--- config.mk ---
export PLATFORM = sky130hd
export DESIGN_NAME = dequeue_scheduler_v0_1
export DESIGN_NICKNAME = d
export VERILOG_FILES = /design/src/rtl/dequeue_scheduler_v0_1.sv
export SDC_FILE = /design/constraint.sdc
export NUM_CORES = 1
export LEC_CHECK = 0
export BUFFER_PORTS_ARGS = -buffer_cell sky130_fd_sc_hd__buf_2
export CAP_MARGIN = 0
export CORE_MARGIN = 3
export CORE_UTILIZATION = 59
export DETAILED_ROUTE_END_ITERATION = 16
export PLACE_DENSITY = 0.84
export SLEW_MARGIN = 40
export SYNTH_ARGS = -nofsm -noshare
export SYNTH_HDL_FRONTEND = slang
export SYNTH_SLANG_ARGS = --single-unit
--- constraint.sdc ---
create_clock -name axis_aclk -period 6 [get_ports axis_aclk]
set_clock_uncertainty 0.1 [all_clocks]
set_input_delay 0.6 -clock axis_aclk [delete_from_list [all_inputs] [get_ports axis_aclk]]
set_output_delay 0.6 -clock axis_aclk [all_outputs]
set_load 0.05 [all_outputs]
--- src/rtl/dequeue_scheduler_v0_1.sv ---
// Dequeue-side scheduler: round-robin selection of an eligible output queue,
// one PIFO pop, then a held buffer read enable until EOP or timeout.
module dequeue_scheduler_v0_1 #(
    parameter int QUEUE_NUM      = 5,
    parameter int QID_WIDTH      = 3,
    parameter int TIMEOUT_CYCLES = 2048
) (
    input  logic                 axis_aclk,
    input  logic                 axis_resetn,
    input  logic [QUEUE_NUM-1:0] s_axis_pifo_empty,
    input  logic [QUEUE_NUM-1:0] s_axis_tx_ready,
    input  logic                 s_axis_buffer_rd_valid,
    input  logic                 s_axis_buffer_rd_last,
    output logic [QUEUE_NUM-1:0] m_axis_ctl_pifo_out_en,
    output logic [QUEUE_NUM-1:0] m_axis_ctl_buffer_rd_en,
    output logic [QID_WIDTH-1:0] m_axis_grant_id,
    output logic                 m_axis_busy,
    output logic                 m_axis_err_timeout,
    output logic [31:0]          m_axis_pkt_count
);

    typedef enum logic [1:0] {
        IDLE = 2'd0,
        POP  = 2'd1,
        READ = 2'd2
    } state_t;

    localparam int              TW       = $clog2(TIMEOUT_CYCLES) + 1;
    localparam logic [TW-1:0]   TO_LIMIT = TW'(TIMEOUT_CYCLES - 1);

    state_t                 state_q, state_d;
    logic [QID_WIDTH-1:0]   rr_ptr_q, rr_ptr_d;
    logic [QID_WIDTH-1:0]   grant_q, grant_d;
    logic [TW-1:0]          to_cnt_q, to_cnt_d;
    logic [QUEUE_NUM-1:0]   pifo_out_en_q, pifo_out_en_d;
    logic [QUEUE_NUM-1:0]   rd_en_q, rd_en_d;
    logic                   busy_q, busy_d;
    logic                   err_q, err_d;
    logic [31:0]            pkt_count_q, pkt_count_d;

    logic [QUEUE_NUM-1:0]   eligible_s;
    logic [QID_WIDTH:0]     pick_s;
    logic [QID_WIDTH-1:0]   next_ptr_s;
    logic                   eop_s;

    // Returns {found, index}; iterating downward lets the smallest offset from ptr win.
    function automatic logic [QID_WIDTH:0] rr_pick(input logic [QUEUE_NUM-1:0] elig,
                                                   input logic [QID_WIDTH-1:0] ptr);
        logic [QID_WIDTH:0] res;
        int                 idx;
        res = '0;
        for (int i = QUEUE_NUM - 1; i >= 0; i--) begin
            idx = (int'(ptr) + i) % QUEUE_NUM;
            if (elig[idx]) begin
                res = {1'b1, QID_WIDTH'(idx)};
            end
        end
        return res;
    endfunction

    function automatic logic [QUEUE_NUM-1:0] onehot(input logic [QID_WIDTH-1:0] id);
        return QUEUE_NUM'(1) << id;
    endfunction

    assign eligible_s = ~s_axis_pifo_empty & s_axis_tx_ready;
    assign pick_s     = rr_pick(eligible_s, rr_ptr_q);
    assign eop_s      = s_axis_buffer_rd_valid & s_axis_buffer_rd_last;
    assign next_ptr_s = (grant_q == QID_WIDTH'(QUEUE_NUM - 1)) ? '0 : grant_q + QID_WIDTH'(1);

    // Next-state and next-output logic for the IDLE/POP/READ sequence.
    always_comb begin
        state_d       = state_q;
        rr_ptr_d      = rr_ptr_q;
        grant_d       = grant_q;
        to_cnt_d      = to_cnt_q;
        pifo_out_en_d = '0;
        rd_en_d       = '0;
        err_d         = 1'b0;
        pkt_count_d   = pkt_count_q;
        case (state_q)
            IDLE: begin
                if (pick_s[QID_WIDTH]) begin
                    grant_d       = pick_s[QID_WIDTH-1:0];
                    pifo_out_en_d = onehot(pick_s[QID_WIDTH-1:0]);
                    state_d       = POP;
                end else begin
                    state_d = IDLE;
                end
            end
            POP: begin
                rd_en_d  = onehot(grant_q);
                to_cnt_d = '0;
                state_d  = READ;
            end
            READ: begin
                // EOP wins over a simultaneous timeout.
                if (eop_s) begin
                    state_d     = IDLE;
                    pkt_count_d = pkt_count_q + 32'd1;
                    rr_ptr_d    = next_ptr_s;
                end else if (to_cnt_q == TO_LIMIT) begin
                    state_d  = IDLE;
                    err_d    = 1'b1;
                    rr_ptr_d = next_ptr_s;
                end else begin
                    rd_en_d  = onehot(grant_q);
                    to_cnt_d = to_cnt_q + TW'(1);
                end
            end
            default: begin
                state_d = IDLE;
            end
        endcase
        busy_d = (state_d != IDLE);
    end

    // State and registered outputs.
    always_ff @(posedge axis_aclk or negedge axis_resetn) begin
        if (!axis_resetn) begin
            state_q       <= IDLE;
            rr_ptr_q      <= '0;
            grant_q       <= '0;
            to_cnt_q      <= '0;
            pifo_out_en_q <= '0;
            rd_en_q       <= '0;
            busy_q        <= 1'b0;
            err_q         <= 1'b0;
            pkt_count_q   <= 32'd0;
        end else begin
            state_q       <= state_d;
            rr_ptr_q      <= rr_ptr_d;
            grant_q       <= grant_d;
            to_cnt_q      <= to_cnt_d;
            pifo_out_en_q <= pifo_out_en_d;
            rd_en_q       <= rd_en_d;
            busy_q        <= busy_d;
            err_q         <= err_d;
            pkt_count_q   <= pkt_count_d;
        end
    end

    assign m_axis_ctl_pifo_out_en  = pifo_out_en_q;
    assign m_axis_ctl_buffer_rd_en = rd_en_q;
    assign m_axis_grant_id         = grant_q;
    assign m_axis_busy             = busy_q;
    assign m_axis_err_timeout      = err_q;
    assign m_axis_pkt_count        = pkt_count_q;

endmodule

; Word-level counts from Yosys, hierarchy flattened
; Index checks and enable logic that the tools add are counted.
[word_totals]
register_bits = 64
output_inout_bits = 47
input_bits = 14
word_cells = 83
[classes]
n_addsub = 7
div_mod_pow = 5
muxes = 38
bitwise_logic = 3
magnitude_cmp = 5
reduce_logical = 8
eq_ne = 6
n_shift = 2
[op_table]
columns = op, n
row1 = "32-bit by 5-bit < comparator with 1-bit output, second input constant", 5
row2 = "32-bit by 4-bit remainder unit with 32-bit output, second input constant", 4
row3 = "32-bit by 1-bit adder with 32-bit output, second input constant", 1
row4 = "4-bit by 4-bit remainder unit with 32-bit output, second input constant", 1
row5 = 12-bit two-way mux, 2
row6 = 12-bit one-hot mux with 2 select lines, 1
row7 = 4-bit two-way mux, 5
row8 = 5-bit two-way mux, 4
row9 = 1-bit binary-select mux with 3-bit select, 5
row10 = 1-bit two-way mux, 14
row11 = "12-bit by 1-bit adder with 12-bit output, second input constant", 1
row12 = "12-bit by 11-bit == test with 1-bit output, second input constant", 1
row13 = 5-bit one-hot mux with 2 select lines, 1
row14 = "1-bit by 3-bit << shifter with 5-bit output, first input constant", 2
row15 = 3-bit two-way mux, 3
row16 = "3-bit by 2-bit adder with 4-bit output, second input constant", 2
row17 = 2-bit one-hot mux with 3 select lines, 1
row18 = 2-bit AND reduction, 3
row19 = 2-bit nonzero test, 3
row20 = 5-bit bitwise AND, 1
row21 = 5-bit inverter, 1
row22 = "3-bit by 1-bit adder with 4-bit output, second input constant", 1
row23 = "3-bit by 3-bit adder with 4-bit output, second input constant", 1
row24 = 2-bit two-way mux, 2
row25 = other kinds (8), 9

; Depth between registers and ports, before layout
[depth]
word_depth = 13
depth_mapped = 20
ltp_nobuf = 17

; Worst setup path before layout
; No wires, ideal clock.
[synth_timing]
kind = reg-to-reg
start = register rr_ptr_q[0]
end = register grant_q[1], in the netlist m_axis_grant_id[1]
t_arrival_ps = 4055
path_stages_with_launch = 19
n_path_buf = 4
synth_period_minus_slack_ps = 4280
setup_slack_ps = 1720
t_required_ps = 5775
setup_time_ps = 125
path_cell_list = dfrtp_1 buf_4 inv_1 buf_2 ha_1 buf_2 buf_1 inv_1 ha_1 inv_1 ha_1 nand4b_1 o311ai_4 o211ai_4 mux2i_1 a2bb2oi_2 nand3_2 o31ai_4 mux2_2
[synth_between]
elab_chain_cells = 11
elab_cells_between_ends = 30
cone_classes = add/sub (4) / div (5) / mux (20) / reduce/logical (1)
[synth_rtl]
columns = item, line_no
row1 = "start, declared", 32  ; logic [QID_WIDTH-1:0] rr_ptr_q, rr_ptr_d;
row2 = "start signal, assigned", 131  ; rr_ptr_q <= rr_ptr_d;
row3 = 3-bit by 3-bit adder with 4-bit output, 53  ; idx = (int'(ptr) + i) % QUEUE_NUM;
row4 = 32-bit by 4-bit remainder unit with 32-bit output, 53
row5 = 1-bit binary-select mux with 3-bit select, 54  ; if (elig[idx]) begin
row6 = 1-bit two-way mux (implied by the code) (2 in series), 54
row7 = 4-bit two-way mux (4 in series), 54
row8 = 4-bit two-way mux (*), 54
row9 = 2-bit AND reduction (no line), --
row10 = "end signal, assigned", 132  ; grant_q <= grant_d;
row11 = "end, declared", 33  ; logic [QID_WIDTH-1:0] grant_q, grant_d;
; Every way passes the cells marked *; elsewhere a longest branch is shown, timed or not. The select of a mux whose other input is x is not followed.
; A chain may end at the register's enable or synchronous reset.

; Final worst setup path
[layout_timing]
start = register rr_ptr_q[1]
end = register grant_q[1], in the netlist m_axis_grant_id[1]
; The elaborated chain is that of the path after synthesis.

==> impl_metrics.env <==
export IMPL_die_area_um2=8980
export IMPL_worst_hold_slack_ps=233
export IMPL_synthArstFlopShare_pct=100
export IMPL_clk_latency_ps=340
export IMPL_ys_seq_elements=64
export IMPL_cts_repair_resized=0
export IMPL_final_hold_viol_count=0
export IMPL_run_status="finished, final reports clean"
export IMPL_detail_route_drc_violations=0
export IMPL_tritoncts="built"
export IMPL_cp_arrival_ps=4610
export IMPL_leak_nw=2.47
export IMPL_synthMuxAreaShare_pct=3.82
export IMPL_vdd_ir_drop_worst_v=0.000413
export IMPL_finalSetupViolations=0
export IMPL_place_detailed_hpwl_um=7990
export IMPL_route_final_wire_length_um=10800
export IMPL_r2r_slack_ps=1510
export IMPL_finalCoreUtilization_pct=70.5
export IMPL_worstReg2RegEnd="m_axis_grant_id[1]$_DFFE_PN0P_"
export IMPL_worstSetupEndpointType="flip-flop"
export IMPL_postLayoutSetupSlackWorst_ps=1510
export IMPL_final_nets=616
export IMPL_max_freq_mhz=223
export IMPL_power_density_cell_area_nw_per_um2=532
export IMPL_r2r_cells=14
export IMPL_post_place_ws_ps=1580
export IMPL_worstMarginPinSlew_ps=762
export IMPL_max_fanout_on_critical_path=19
export IMPL_synth_ff_type="dfrtp_1"
export IMPL_placementRows=31
export IMPL_detail_route_wl_per_cell_um=16.1
export IMPL_area_growth_syn_to_layout_pct=12.9
export IMPL_starting_density_of_the_core_pct=62.4
export IMPL_yosys_top_cells_area="dfrtp_1, ha_1, nand2_1"
export IMPL_viasPerCell=5.99
export IMPL_slew_limit_headroom_pct=49.2
export IMPL_grt_usage_pct=25.4
export IMPL_num_fill_cells=568
export IMPL_grt_pass1_wl_um=18100
export IMPL_synth_top_area_cell="dfrtp_1"
export IMPL_antenna_violating_nets_post_route=0
export IMPL_io_pins=61
export IMPL_drt_pass1_iterations=5
export IMPL_regToRegStartpoint="rr_ptr_q[1]$_DFFE_PN0P_"
export IMPL_post_synth_instance_area_um2=4650
export IMPL_via_count_of_the_first_global_routing_pass=3892
export IMPL_timing_critical_path_required_ps=6120
export IMPL_synth_warning_count=0
export IMPL_cts_clk_slew_worst_paths_ps=80
export IMPL_max_cap_viol_count=0
export IMPL_combinational_family_with_the_most_area_after_synthesis="simple AND/OR/NAND/NOR gates"
export IMPL_cts_num_sinks=64
export IMPL_floorplan_die_width_um=94.8
export IMPL_worst_setup_path_start_kind="flip-flop"
export IMPL_synthCells=510
export IMPL_edff_count_synth=0
export IMPL_place_gp_congestion=0.944
export IMPL_post_synthesis_share_of_cell_area_spent_on_xor_and_xnor_gates_pct=7.69
export IMPL_overall_via_count_from_detail_route=4042
export IMPL_io_buffer_count=60
export IMPL_die_height_um=94.8
export IMPL_layout_min_cycle_time_ps=4490
export IMPL_maxSlewViolCount=0
export IMPL_postCtsSetupRepairBufs=0
export IMPL_drt_iter0_drc=239
export IMPL_yosysSeqAreaShare_pct=34.4
export IMPL_min_path_type="in -> async"
export IMPL_postCtsHoldBufs=0
export IMPL_setup_repair_after_global_routing_missed_its_margin="false"
export IMPL_synth_compound_gate_area_share_pct=18.9
export IMPL_initial_antenna_violation_count=0
export IMPL_setup_tns_ps=0
export IMPL_final_layout_size_suffix_gt1_share_pct=20.0
export IMPL_root_cell_of_the_clock_tree="clkbuf_8"
export IMPL_yosys_area_share_simple_pct=23.3
export IMPL_cts_max_path_buffers=2
export IMPL_globalRoute_totalOverflow=0
export IMPL_setup_worst_path_class="reg -> reg"
export IMPL_num_antenna_cells=0
export IMPL_yosys_area_top_type_share_pct=34.4
export IMPL_synth_avg_cell_area_um2=9.12
export IMPL_floorplan_core_area_um2=7450
export IMPL_cts_buffers=9
export IMPL_tcrit_tclk_final_pct=74.8
export IMPL_yosys_cell_types_count=82
export IMPL_synth_fp_nets=555
export IMPL_h_tree_depth=3
export IMPL_grt_max_degree=65
export IMPL_synth_fa_ha_area_share_pct=8.34
export IMPL_multi_input_comb_area_um2=2880
export IMPL_seqCellArea_um2=1600
-- cells by family (layout without fill, tap and decap cells) --
family / count (synthesis) / in the layout
xor+xnor: 40 / 40
flops: 64 / 64
compound gates: 112 / 112
mux: 17 / 17
simple gates: 210 / 210
fa+ha+maj: 31 / 31
buf+inv: 36 / 102
-- worst max-delay path by stage --
stage | start | to | slack, ps | cells past startpoint
3_5_place_dp | rr_ptr_q[1]$_DFFE_PN0P_ | m_axis_grant_id[1]$_DFFE_PN0P_ | 1580 | 14
4_1_cts | rr_ptr_q[1]$_DFFE_PN0P_ | m_axis_grant_id[1]$_DFFE_PN0P_ | 1580 | 14
5_1_grt | rr_ptr_q[1]$_DFFE_PN0P_ | m_axis_grant_id[1]$_DFFE_PN0P_ | 1180 | 14
2_1_floorplan | rr_ptr_q[0]$_DFFE_PN0P_ | m_axis_grant_id[1]$_DFFE_PN0P_ | 1720 | 18
3_3_place_gp | rr_ptr_q[2]$_DFFE_PN0P_ | m_axis_grant_id[1]$_DFFE_PN0P_ | 1740 | 12
6_report | rr_ptr_q[1]$_DFFE_PN0P_ | m_axis_grant_id[1]$_DFFE_PN0P_ | 1510 | 14
-- where the power goes --
| group | switching [mW] | internal (mW) | total (mW) |
|---|---|---|---|
| logic | 1.14 | 0.669 | 1.81 |
| registers | 0.0717 | 0.494 | 0.566 |
| clock network | 0.177 | 0.238 | 0.415 |
-- cell usage after synthesis (8+ instances only) --
library cell   n
dfrtp_1       64
o21ai_0       22
xnor2_1       24
nor2_1        41
a21oi_1       16
nor3_1        11
and3_1         8
ha_1          31
nand4_1       13
nand3_1       19
xor2_1        15
mux2i_1       11
nand2_1       56
inv_1         19
nand2b_1      12
-- state kept, by name, summed over array words and instances (netlist names) --
name / flops
m_axis_busy: 1
m_axis_ctl_buffer_rd_en: 5
m_axis_ctl_pifo_out_en: 5
m_axis_err_timeout: 1
m_axis_grant_id: 3
m_axis_pkt_count: 32
rr_ptr_q: 3
state_q: 2
to_cnt_q: 12
-- layout make-up --
class / instances / share of cell area, %
clock inverters: 7 / 1.95
well taps: 99 / 2.36
repair buffers: 64 / 6.36
flip-flops and latches: 64 / 30.5
multi-input cells: 410 / 54.9
inverters: 22 / 1.57
clock buffers: 9 / 2.36
-- routing by layer --
layer	share of wire (%)	routed length (µm)	vias up	track usage, %
met4	1.7	186	0	8.17
met5	0	0	-	0
met3	6.0	654	20	6.22
met2	48	5190	120	41.3
li1	-	-	1960	-
met1	44	4810	1942	33.4
-- worst max-delay path, cell delays in order, from the launching register on --
cell and delay (ps):
dfrtp_1 570, clkinv_1 160, ha_1 720, inv_1 230, ha_1 240, inv_1 60
ha_1 270, nand4b_1 290, o311ai_4 190, o211ai_4 160, mux2i_1 220, a2bb2oi_2 270
nand3_2 150, o31ai_4 400, mux2_2 370
-- through the flow --
step	instance area (µm²)	power [mW]	instances
6_report	5250	2.79	675
5_1_grt	5250	3.00	675
4_1_cts	5250	2.78	675
3_5_place_dp	5020	2.34	659
3_3_place_gp	5020	2.27	659
2_1_floorplan	4650	1.99	510
-- placed cells by master, fill, tap and decap left out, types with 3 or more instances in the layout --
cell type	count
or2_2	5
nor3_1	11
and3_1	8
o211a_1	3
nand2_1	56
a21oi_1	16
a31oi_1	6
nor3b_1	3
nor2_1	41
clkbuf_8	9
mux2i_1	11
o21ai_1	4
and4_1	3
ha_1	31
or3_1	7
xor2_1	15
mux2_2	6
o211ai_1	6
dfrtp_1	64
nand3b_1	4
inv_1	19
o21a_1	3
o21ai_0	22
nor4_1	3
a211oi_1	4
nand2b_1	12
buf_4	3
and2_1	7
buf_2	60
nand3_1	19
nand4_1	13
a21o_1	6
nor2b_1	7
o2111ai_1	3
xnor2_1	24
Power figures use the tool's default switching activity.
